File: src/rtl/enemy_pkg.sv
// Shared definitions for the stage enemy.
//   enemy_state_e : 3-bit FSM state codes, also exported to the sprite selector
//   PS_*          : main character animation state codes consumed by the enemy
package enemy_pkg;

    typedef enum logic [2:0] {
        StIdle     = 3'd0,
        StChase    = 3'd1,
        StWindup   = 3'd2,
        StStrike   = 3'd3,
        StCooldown = 3'd4,
        StHurt     = 3'd5,
        StDead     = 3'd6
    } enemy_state_e;

    localparam logic [3:0] PS_FRONT = 4'hA;  // attack towards -v
    localparam logic [3:0] PS_BACK  = 4'hB;  // attack towards +v
    localparam logic [3:0] PS_LEFT  = 4'hC;  // attack towards +h
    localparam logic [3:0] PS_RIGHT = 4'hD;  // attack towards -h
    localparam logic [3:0] PS_EMPTY = 4'hF;

endpackage

File: src/rtl/range_check.sv
// Combinational box test between two 10-bit points.
//   a_h, a_v : first point
//   b_h, b_v : second point
//   in_range : |a_h-b_h| <= RANGE and |a_v-b_v| <= RANGE
module range_check #(
    parameter int unsigned RANGE = 12
) (
    input  logic [9:0] a_h,
    input  logic [9:0] a_v,
    input  logic [9:0] b_h,
    input  logic [9:0] b_v,
    output logic       in_range
);

    logic [9:0] dh;
    logic [9:0] dv;

    always_comb begin
        dh       = (a_h >= b_h) ? (a_h - b_h) : (b_h - a_h);
        dv       = (a_v >= b_v) ? (a_v - b_v) : (b_v - a_v);
        in_range = (dh <= 10'(RANGE)) && (dv <= 10'(RANGE));
    end

endmodule

File: src/rtl/enemy_controller.sv
// Stage enemy: chases the character, winds up and strikes, takes damage from the
// character's directional attacks, dies and respawns.
//   clk, rst             : clock, asynchronous active-low reset
//   enable               : enemy belongs to the current stage
//   respawn              : one-cycle pulse reloading spawn position and hp
//   gameover             : freezes the enemy in IDLE
//   player_h/v/state     : character position and animation state
//   enemy_h/v            : enemy position
//   enemy_state          : FSM state code for the sprite selector
//   hp                   : remaining hit points
//   is_attacked          : one-cycle strike pulse to the character
//   defeated             : high while in DEAD
module enemy_controller
    import enemy_pkg::*;
#(
    parameter int unsigned SPAWN_H      = 250,
    parameter int unsigned SPAWN_V      = 110,
    parameter int unsigned MAX_HP       = 3,
    parameter int unsigned MOVE_DIV     = 4,
    parameter int unsigned ATK_RANGE    = 12,
    parameter int unsigned HIT_RANGE    = 20,
    parameter int unsigned WINDUP_CYC   = 30,
    parameter int unsigned COOLDOWN_CYC = 60,
    parameter int unsigned INVULN_CYC   = 100
) (
    input  logic       clk,
    input  logic       rst,
    input  logic       enable,
    input  logic       respawn,
    input  logic       gameover,
    input  logic [9:0] player_h,
    input  logic [9:0] player_v,
    input  logic [3:0] player_state,
    output logic [9:0] enemy_h,
    output logic [9:0] enemy_v,
    output logic [2:0] enemy_state,
    output logic [3:0] hp,
    output logic       is_attacked,
    output logic       defeated
);

    localparam int unsigned StepW = (MOVE_DIV > 1) ? $clog2(MOVE_DIV) : 1;

    enemy_state_e     state;
    logic [7:0]       timer;
    logic [StepW-1:0] step;

    logic       in_atk;
    logic       in_hit;
    logic       player_hit;
    logic       hittable;
    logic [3:0] hp_dec;

    range_check #(
        .RANGE (ATK_RANGE)
    ) u_atk_range (
        .a_h      (player_h),
        .a_v      (player_v),
        .b_h      (enemy_h),
        .b_v      (enemy_v),
        .in_range (in_atk)
    );

    range_check #(
        .RANGE (HIT_RANGE)
    ) u_hit_range (
        .a_h      (player_h),
        .a_v      (player_v),
        .b_h      (enemy_h),
        .b_v      (enemy_v),
        .in_range (in_hit)
    );

    // A character attack only lands if the enemy is on the side it faces.
    always_comb begin
        player_hit = 1'b0;
        if (in_hit) begin
            case (player_state)
                PS_LEFT:  player_hit = (enemy_h >= player_h);
                PS_RIGHT: player_hit = (enemy_h <= player_h);
                PS_BACK:  player_hit = (enemy_v >= player_v);
                PS_FRONT: player_hit = (enemy_v <= player_v);
                PS_EMPTY: player_hit = 1'b0;
                default:  player_hit = 1'b0;
            endcase
        end
    end

    always_comb begin
        hittable = (state == StChase) || (state == StWindup) ||
                   (state == StStrike) || (state == StCooldown);
        hp_dec   = (hp == 4'd0) ? 4'd0 : (hp - 4'd1);
    end

    assign enemy_state = state;

    always_ff @(posedge clk or negedge rst) begin
        if (!rst) begin
            state       <= StIdle;
            enemy_h     <= 10'(SPAWN_H);
            enemy_v     <= 10'(SPAWN_V);
            hp          <= 4'(MAX_HP);
            is_attacked <= 1'b0;
            defeated    <= 1'b0;
            timer       <= 8'd0;
            step        <= '0;
        end else begin
            // The strike pulse is only ever set on entry to STRIKE.
            is_attacked <= 1'b0;
            if (gameover) begin
                state    <= StIdle;
                defeated <= 1'b0;
                timer    <= 8'd0;
                step     <= '0;
            end else if (respawn && enable) begin
                state    <= StChase;
                enemy_h  <= 10'(SPAWN_H);
                enemy_v  <= 10'(SPAWN_V);
                hp       <= 4'(MAX_HP);
                defeated <= 1'b0;
                timer    <= 8'd0;
                step     <= '0;
            end else if (!enable) begin
                state    <= StIdle;
                defeated <= 1'b0;
                timer    <= 8'd0;
                step     <= '0;
            end else if (hittable && player_hit) begin
                // Taking a hit pre-empts any strike about to be launched.
                hp    <= hp_dec;
                timer <= 8'(INVULN_CYC - 1);
                step  <= '0;
                if (hp_dec == 4'd0) begin
                    state    <= StDead;
                    defeated <= 1'b1;
                end else begin
                    state <= StHurt;
                end
            end else begin
                case (state)
                    StChase: begin
                        if (in_atk) begin
                            state <= StWindup;
                            timer <= 8'(WINDUP_CYC - 1);
                            step  <= '0;
                        end else if (step == StepW'(MOVE_DIV - 1)) begin
                            step <= '0;
                            // One-pixel steps toward the player cannot overshoot.
                            if (enemy_h != player_h) begin
                                enemy_h <= (player_h > enemy_h) ? (enemy_h + 10'd1)
                                                                : (enemy_h - 10'd1);
                            end else if (enemy_v != player_v) begin
                                enemy_v <= (player_v > enemy_v) ? (enemy_v + 10'd1)
                                                                : (enemy_v - 10'd1);
                            end
                        end else begin
                            step <= step + 1'b1;
                        end
                    end
                    StWindup: begin
                        if (timer == 8'd0) begin
                            state       <= StStrike;
                            is_attacked <= in_atk;
                        end else begin
                            timer <= timer - 8'd1;
                        end
                    end
                    StStrike: begin
                        state <= StCooldown;
                        timer <= 8'(COOLDOWN_CYC - 1);
                    end
                    StCooldown, StHurt: begin
                        if (timer == 8'd0) begin
                            state <= StChase;
                            step  <= '0;
                        end else begin
                            timer <= timer - 8'd1;
                        end
                    end
                    default: ;  // IDLE and DEAD wait for respawn
                endcase
            end
        end
    end

endmodule

File: config.mk
export PLATFORM = sky130hd
export DESIGN_NAME = enemy_controller
export DESIGN_NICKNAME = d
export VERILOG_FILES = /design/src/rtl/enemy_pkg.sv /design/src/rtl/range_check.sv /design/src/rtl/enemy_controller.sv
export SDC_FILE = /design/constraint.sdc
export NUM_CORES = 1
export LEC_CHECK = 0
export CORE_MARGIN = 3
export CORE_UTILIZATION = 53
export DETAILED_ROUTE_END_ITERATION = 10
export PLACE_DENSITY = 0.91
export RECOVER_POWER = 50
export SETUP_SLACK_MARGIN = 0.1
export SYNTH_ARGS = -nofsm -noshare
export SYNTH_HDL_FRONTEND = slang
export SYNTH_SLANG_ARGS = --single-unit
File: constraint.sdc
create_clock -name clk -period 3.6 [get_ports clk]
set_input_delay 0.36 -clock clk [delete_from_list [all_inputs] [get_ports clk]]
set_output_delay 0.36 -clock clk [all_outputs]
set_load 0.02 [all_outputs]
==> results.yml, run 1 <==
status:
  status: "did not finish"
  lastStage: "global routing"
  stop_error: "[ERROR GRT-0232] Routing congestion too high. Check the congestion heatmap in the GUI."
synthesis:
  synth_seq_area_share: 0.197
  synth_common_cells: "60 x ha_1, 58 x inv_1, 51 x a21oi_1, 51 x nand2_1, 45 x nor2_1"
  synth_compound_gate_area_share: 0.288
  synth_top_area_share: 0.149
  syn_area_sq_mm: 0.00503
  synth_ff_type: "dfrtp_1"
  yosysWarnings: 0
  synth_top_area_cell: "ha_1"
  synth_mux_area_frac: 0.0244
  synth-simple-area-share: 0.222
  synth_fa_ha_area_frac: 0.157
  synth.avg_cell_area_sq_um: 8.07
  synth_top_family_by_area: "compound AO/OA/AOI/OAI gates"
  syn_nets: 714
  ys_top_cells_by_area: "ha_1 15%, dfrtp_1 13%, dfstp_2 6.8%, a21oi_1 5.1%, inv_1 4.3%"
  ys_ff_latch: 39
  synthDistinctLibCells: 88
  synthArstFlopShare: 1.00
  syn_inst: 623
  synth-edff-count: 0
  post-synth-top-count-cell: "ha_1"
  synth-xor-area-share: 0.0520
placement:
  dpl.hpwl_um: 14700
  gp_congestion: 1.02
  port_buffers: 57
clock_tree:
  cts_max_level: 2
  cts_buffer_depth: 2
  root_buffer: "clkbuf_8"
  numCtsBuffers: 5
  cts_num_sinks: 39
die:
  rows: 34
  die_width_um: 103
  ios: 58
  die_h_um: 103
  initial_core_util: 0.560
global_route:
  grt_max_degree: 40
  grt_overflow: 70
  track_usage: 0.708
-- cell families after synthesis --
kind of cell               after synthesis
DFF                                     39
AOI/OAI and AO/OA                      196
and+or+nand+nor                        211
adders and majority gates               62
xor gates and xnor gates                29
muxes                                   11
buffers and inverters                   75
-- routing by layer --
| layer | track usage | overflow |
|---|---|---|
| met1 | 0.717 | 0 |
| met3 | 0.520 | 2 |
| met5 | 0.139 | 0 |
| met4 | 0.745 | 35 |
| met2 | 0.873 | 33 |
-- per-stage QoR --
stage          instances  worst slack [ns]  TNS [ns]  hold WS, ns  instance area [sq um]
3_3_place_gp         963            -0.540    -13.15        0.483                   7130
2_1_floorplan        623           -0.0592   -0.0592       0.0644                   5170
3_5_place_dp         963            -0.776    -18.75        0.483                   7130
4_1_cts              999            -0.171    -0.539        0.202                   8050
-- timing repair --
action	4_1_cts
hold buffers	0
gates cloned	1
pin swaps	58
resized for setup	139
setup buffers	29
endpoints found under the setup margin	39
==> run 2: changes to the inputs <==
--- a/config.mk
+++ b/config.mk
@@ -6,11 +6,10 @@
 export NUM_CORES = 1
 export LEC_CHECK = 0
 export CORE_MARGIN = 3
-export CORE_UTILIZATION = 53
+export CORE_UTILIZATION = 40
 export DETAILED_ROUTE_END_ITERATION = 10
-export PLACE_DENSITY = 0.91
+export PLACE_DENSITY_LB_ADDON = 0.15
 export RECOVER_POWER = 50
-export SETUP_SLACK_MARGIN = 0.1
 export SYNTH_ARGS = -nofsm -noshare
 export SYNTH_HDL_FRONTEND = slang
 export SYNTH_SLANG_ARGS = --single-unit
==> constraint.sdc (replaced) <==
create_clock -name clk -period 4.7 [get_ports clk]
set_input_delay 0.47 -clock clk [delete_from_list [all_inputs] [get_ports clk]]
set_output_delay 0.47 -clock clk [all_outputs]
set_load 0.02 [all_outputs]
==> run 2 against run 1 <==
  * The flow now finishes, with violations (max-capacitance violations, max-slew violations)
  * Synthesized area unchanged
  * Synthesized cell count unchanged
==> results.yml, run 2 <==
global_route:
  grt_pass1_wl_um: 23600
  grt_overflow: 0
  track_usage: 0.201
  grt_max_degree: 40
  antenna_found_initial: 0
  grt_pass1_vias: 4772
finish:
  area_growth_pct: 22.2
  drive_gt1_frac: 0.128
  diodes: 0
  final_core_util: 0.505
  final_common_cell: "ha_1"
  final_cell_mix: "59 x ha_1, 58 x inv_1, 51 x nand2_1, 51 x a21oi_1, 45 x nor2_1"
  layout.cells.non_filler: 873
  fin_nets: 795
  biggestRegsByFlops: "enemy_h (10), enemy_v (10), timer (8)"
  final_area_sq_mm: 0.00614
detailed_routing:
  met2_length_um: 6470
  drt_pass1_iterations: 5
  drc: 0
  dr_total_vias: 4938
  viasPerCell: 5.66
  wl_met3_um: 608
  drt_iter0_markers: 294
  wl_per_cell_um: 16.2
  met1Wirelength_um: 6950
  wl_um: 14100
  highest_layer: "met4"
  ant_nets: 0
critical_path:
  crit_top_cell: "nor2_1"
  r2r_start: "enemy_h[5]"
  path_class: "primary input to flip-flop"
  cp_data_arrival_time_ns: 4.44
  slowest_delay_ns: 0.49
  cp-end-kind: "flip-flop"
  crit_required_ns: 4.87
  r2r_slack_ns: 0.63
  setup.worst_path.start: "player_h[2]"
  path_cells: "clkdlybuf4s50_1 > inv_1 > ha_1 > and3_1 > nand2_1 > nor2_1 > a22oi_1 > nor2_1 > inv_1 > buf_4 > ha_1 > a211oi_1 > nor2_1 > nor4_2 > o41ai_2 > xnor2_1 > nand3_1 > nor3_1 > o31ai_1 > a21bo_2"
  critical_path.startpoint_type: "primary input"
  reg2regPathDepth: 18
  r2r-end: "enemy_h[9]"
  crit_path_top_delay_cell: "clkdlybuf4s50_1"
  crit_end: "enemy_h[9]"
  crit_fanout: 7
clock_tree:
  cts_tree: "built"
  cts_max_level: 2
  postCtsSetupBuffers: 0
  numCtsBuffers: 5
  holdBufCountCts: 0
  cts_num_sinks: 39
  cts.repair.resized: 0
  clk_latency_ns: 0.28
  cts_buffer_depth: 2
  clk_pin_slew_ns: 0.06
  root_buffer: "clkbuf_16"
die:
  rows: 40
  die_h_um: 118
  core_sq_mm: 0.0122
  ios: 58
  die_width_um: 118
  initial_core_util: 0.413
  dieArea_sq_mm: 0.0140
power_and_ir_drop:
  p_sw_uw: 597
  seqPwrFrac: 0.259
  p_per_area_mw_per_mm2: 248
  leakagePower_nw: 2.78
  p_int_uw: 926
  swShare: 0.392
  ir_drop_uv: 182
  pwr-share-comb: 0.506
  clkPwrFrac: 0.235
synthesis:
  synth.avg_cell_area_sq_um: 8.07
  synth-edff-count: 0
  syn_inst: 623
  synthArstFlopShare: 1.00
  synth_seq_area_share: 0.197
  yosysWarnings: 0
  synthDistinctLibCells: 88
  synth_top_area_cell: "ha_1"
  synth_common_cells: "60 x ha_1, 58 x inv_1, 51 x a21oi_1, 51 x nand2_1, 45 x nor2_1"
  syn_nets: 714
  ys_ff_latch: 39
  synth_ff_type: "dfrtp_1"
  synth_top_area_share: 0.149
  syn_area_sq_mm: 0.00503
  post-synth-top-count-cell: "ha_1"
  ys_top_cells_by_area: "ha_1 15%, dfrtp_1 13%, dfstp_2 6.8%, a21oi_1 5.1%, inv_1 4.3%"
sta:
  setup_tns_ns: 0
  rsz0062_at_grt: "false"
  setup_viol: 0
  slew_headroom: -0.620
  worst_slew_pin_slew_ns: 2.43
  skew_ns: 0.00511
  fmax_mhz: 234
  worst_slack_ns: 0.431
  hold_viol_final: 0
  min_period_ns: 4.27
  fin_crit_sh: 0.908
  slew_violations: 40
status:
  status: "complete, but fails checks"
  violations: "max-capacitance violations, max-slew violations"
placement:
  dp_slack_ns: 0.0234
  gp_congestion: 0.932
  dp_cells: 865
  dpl.hpwl_um: 11300
  port_buffers: 57
  placed_cell_area_sq_mm: 0.00598
hold_path:
  hp-class: "flip-flop to flip-flop"
job:
  max-cap-violations: 1
-- run 2: area by class of cell --
type,instances,area (sq um)
timing repair buffer,90,812
tap,168,210
multi-input combinational,509,3750
inverter,59,221
clock inverter,1,8.76
fill,1182,6020
sequential,39,992
clock buffer,7,143
-- run 2: how the worst min path moves through the flow --
stage / from / slack (ns) / cells past startpoint / endpoint
2_1_floorplan: rst / 0.17 / 0 / defeated
3_3_place_gp: defeated / 0.48 / 1 / defeated
3_5_place_dp: defeated / 0.48 / 1 / defeated
4_1_cts: rst / 0.37 / 1 / enemy_h[8]
5_1_grt: defeated / 0.51 / 1 / defeated
6_report: defeated / 0.49 / 1 / defeated
-- run 2: routing by layer --
metal / GRT usage / up-vias
li1: - / 2458
met1: 0.292 / 2352
met2: 0.321 / 117
met3: 0.0274 / 11
met4: 0.0308 / 0
met5: 0 / -
-- run 2: cells by family after synthesis --
logic type                 count (synthesis)  synth area share
DFF                                       39             0.197
and+or+nand+nor                          211             0.222
adders and majority gates                 62             0.157
muxes                                     11            0.0244
buffers and inverters                     75            0.0590
AOI/OAI and AO/OA                        196             0.288
xor gates and xnor gates                  29            0.0520
-- run 2: critical path, delay by kind of cell --
kind                     cells  cell delay (ns)
AND/OR/NAND/NOR              8             1.28
AO/OA/AOI/OAI                5             0.95
buffers and inverters        4             0.83
adder cells (fa/ha/maj)      2             0.73
XOR/XNOR                     1             0.17
-- run 2: power groups by stage --
stage	registers, mW	clock network (mW)	logic, mW
finish	0.394	0.358	0.771
global route	0.398	0.382	0.851
CTS	0.395	0.370	0.768
detailed placement	0.401	0	0.762
global placement	0.400	0	0.754
floorplan	0.415	0	0.507
-- run 2: per-stage QoR --
stage | hold WS, ns | power (mW)
2_1_floorplan | 0.174 | 0.922
3_5_place_dp | 0.485 | 1.16
4_1_cts | 0.372 | 1.53
5_1_grt | 0.507 | 1.63
6_report | 0.493 | 1.52
3_3_place_gp | 0.483 | 1.15
Note: power is estimated with default switching activity, not from simulation.
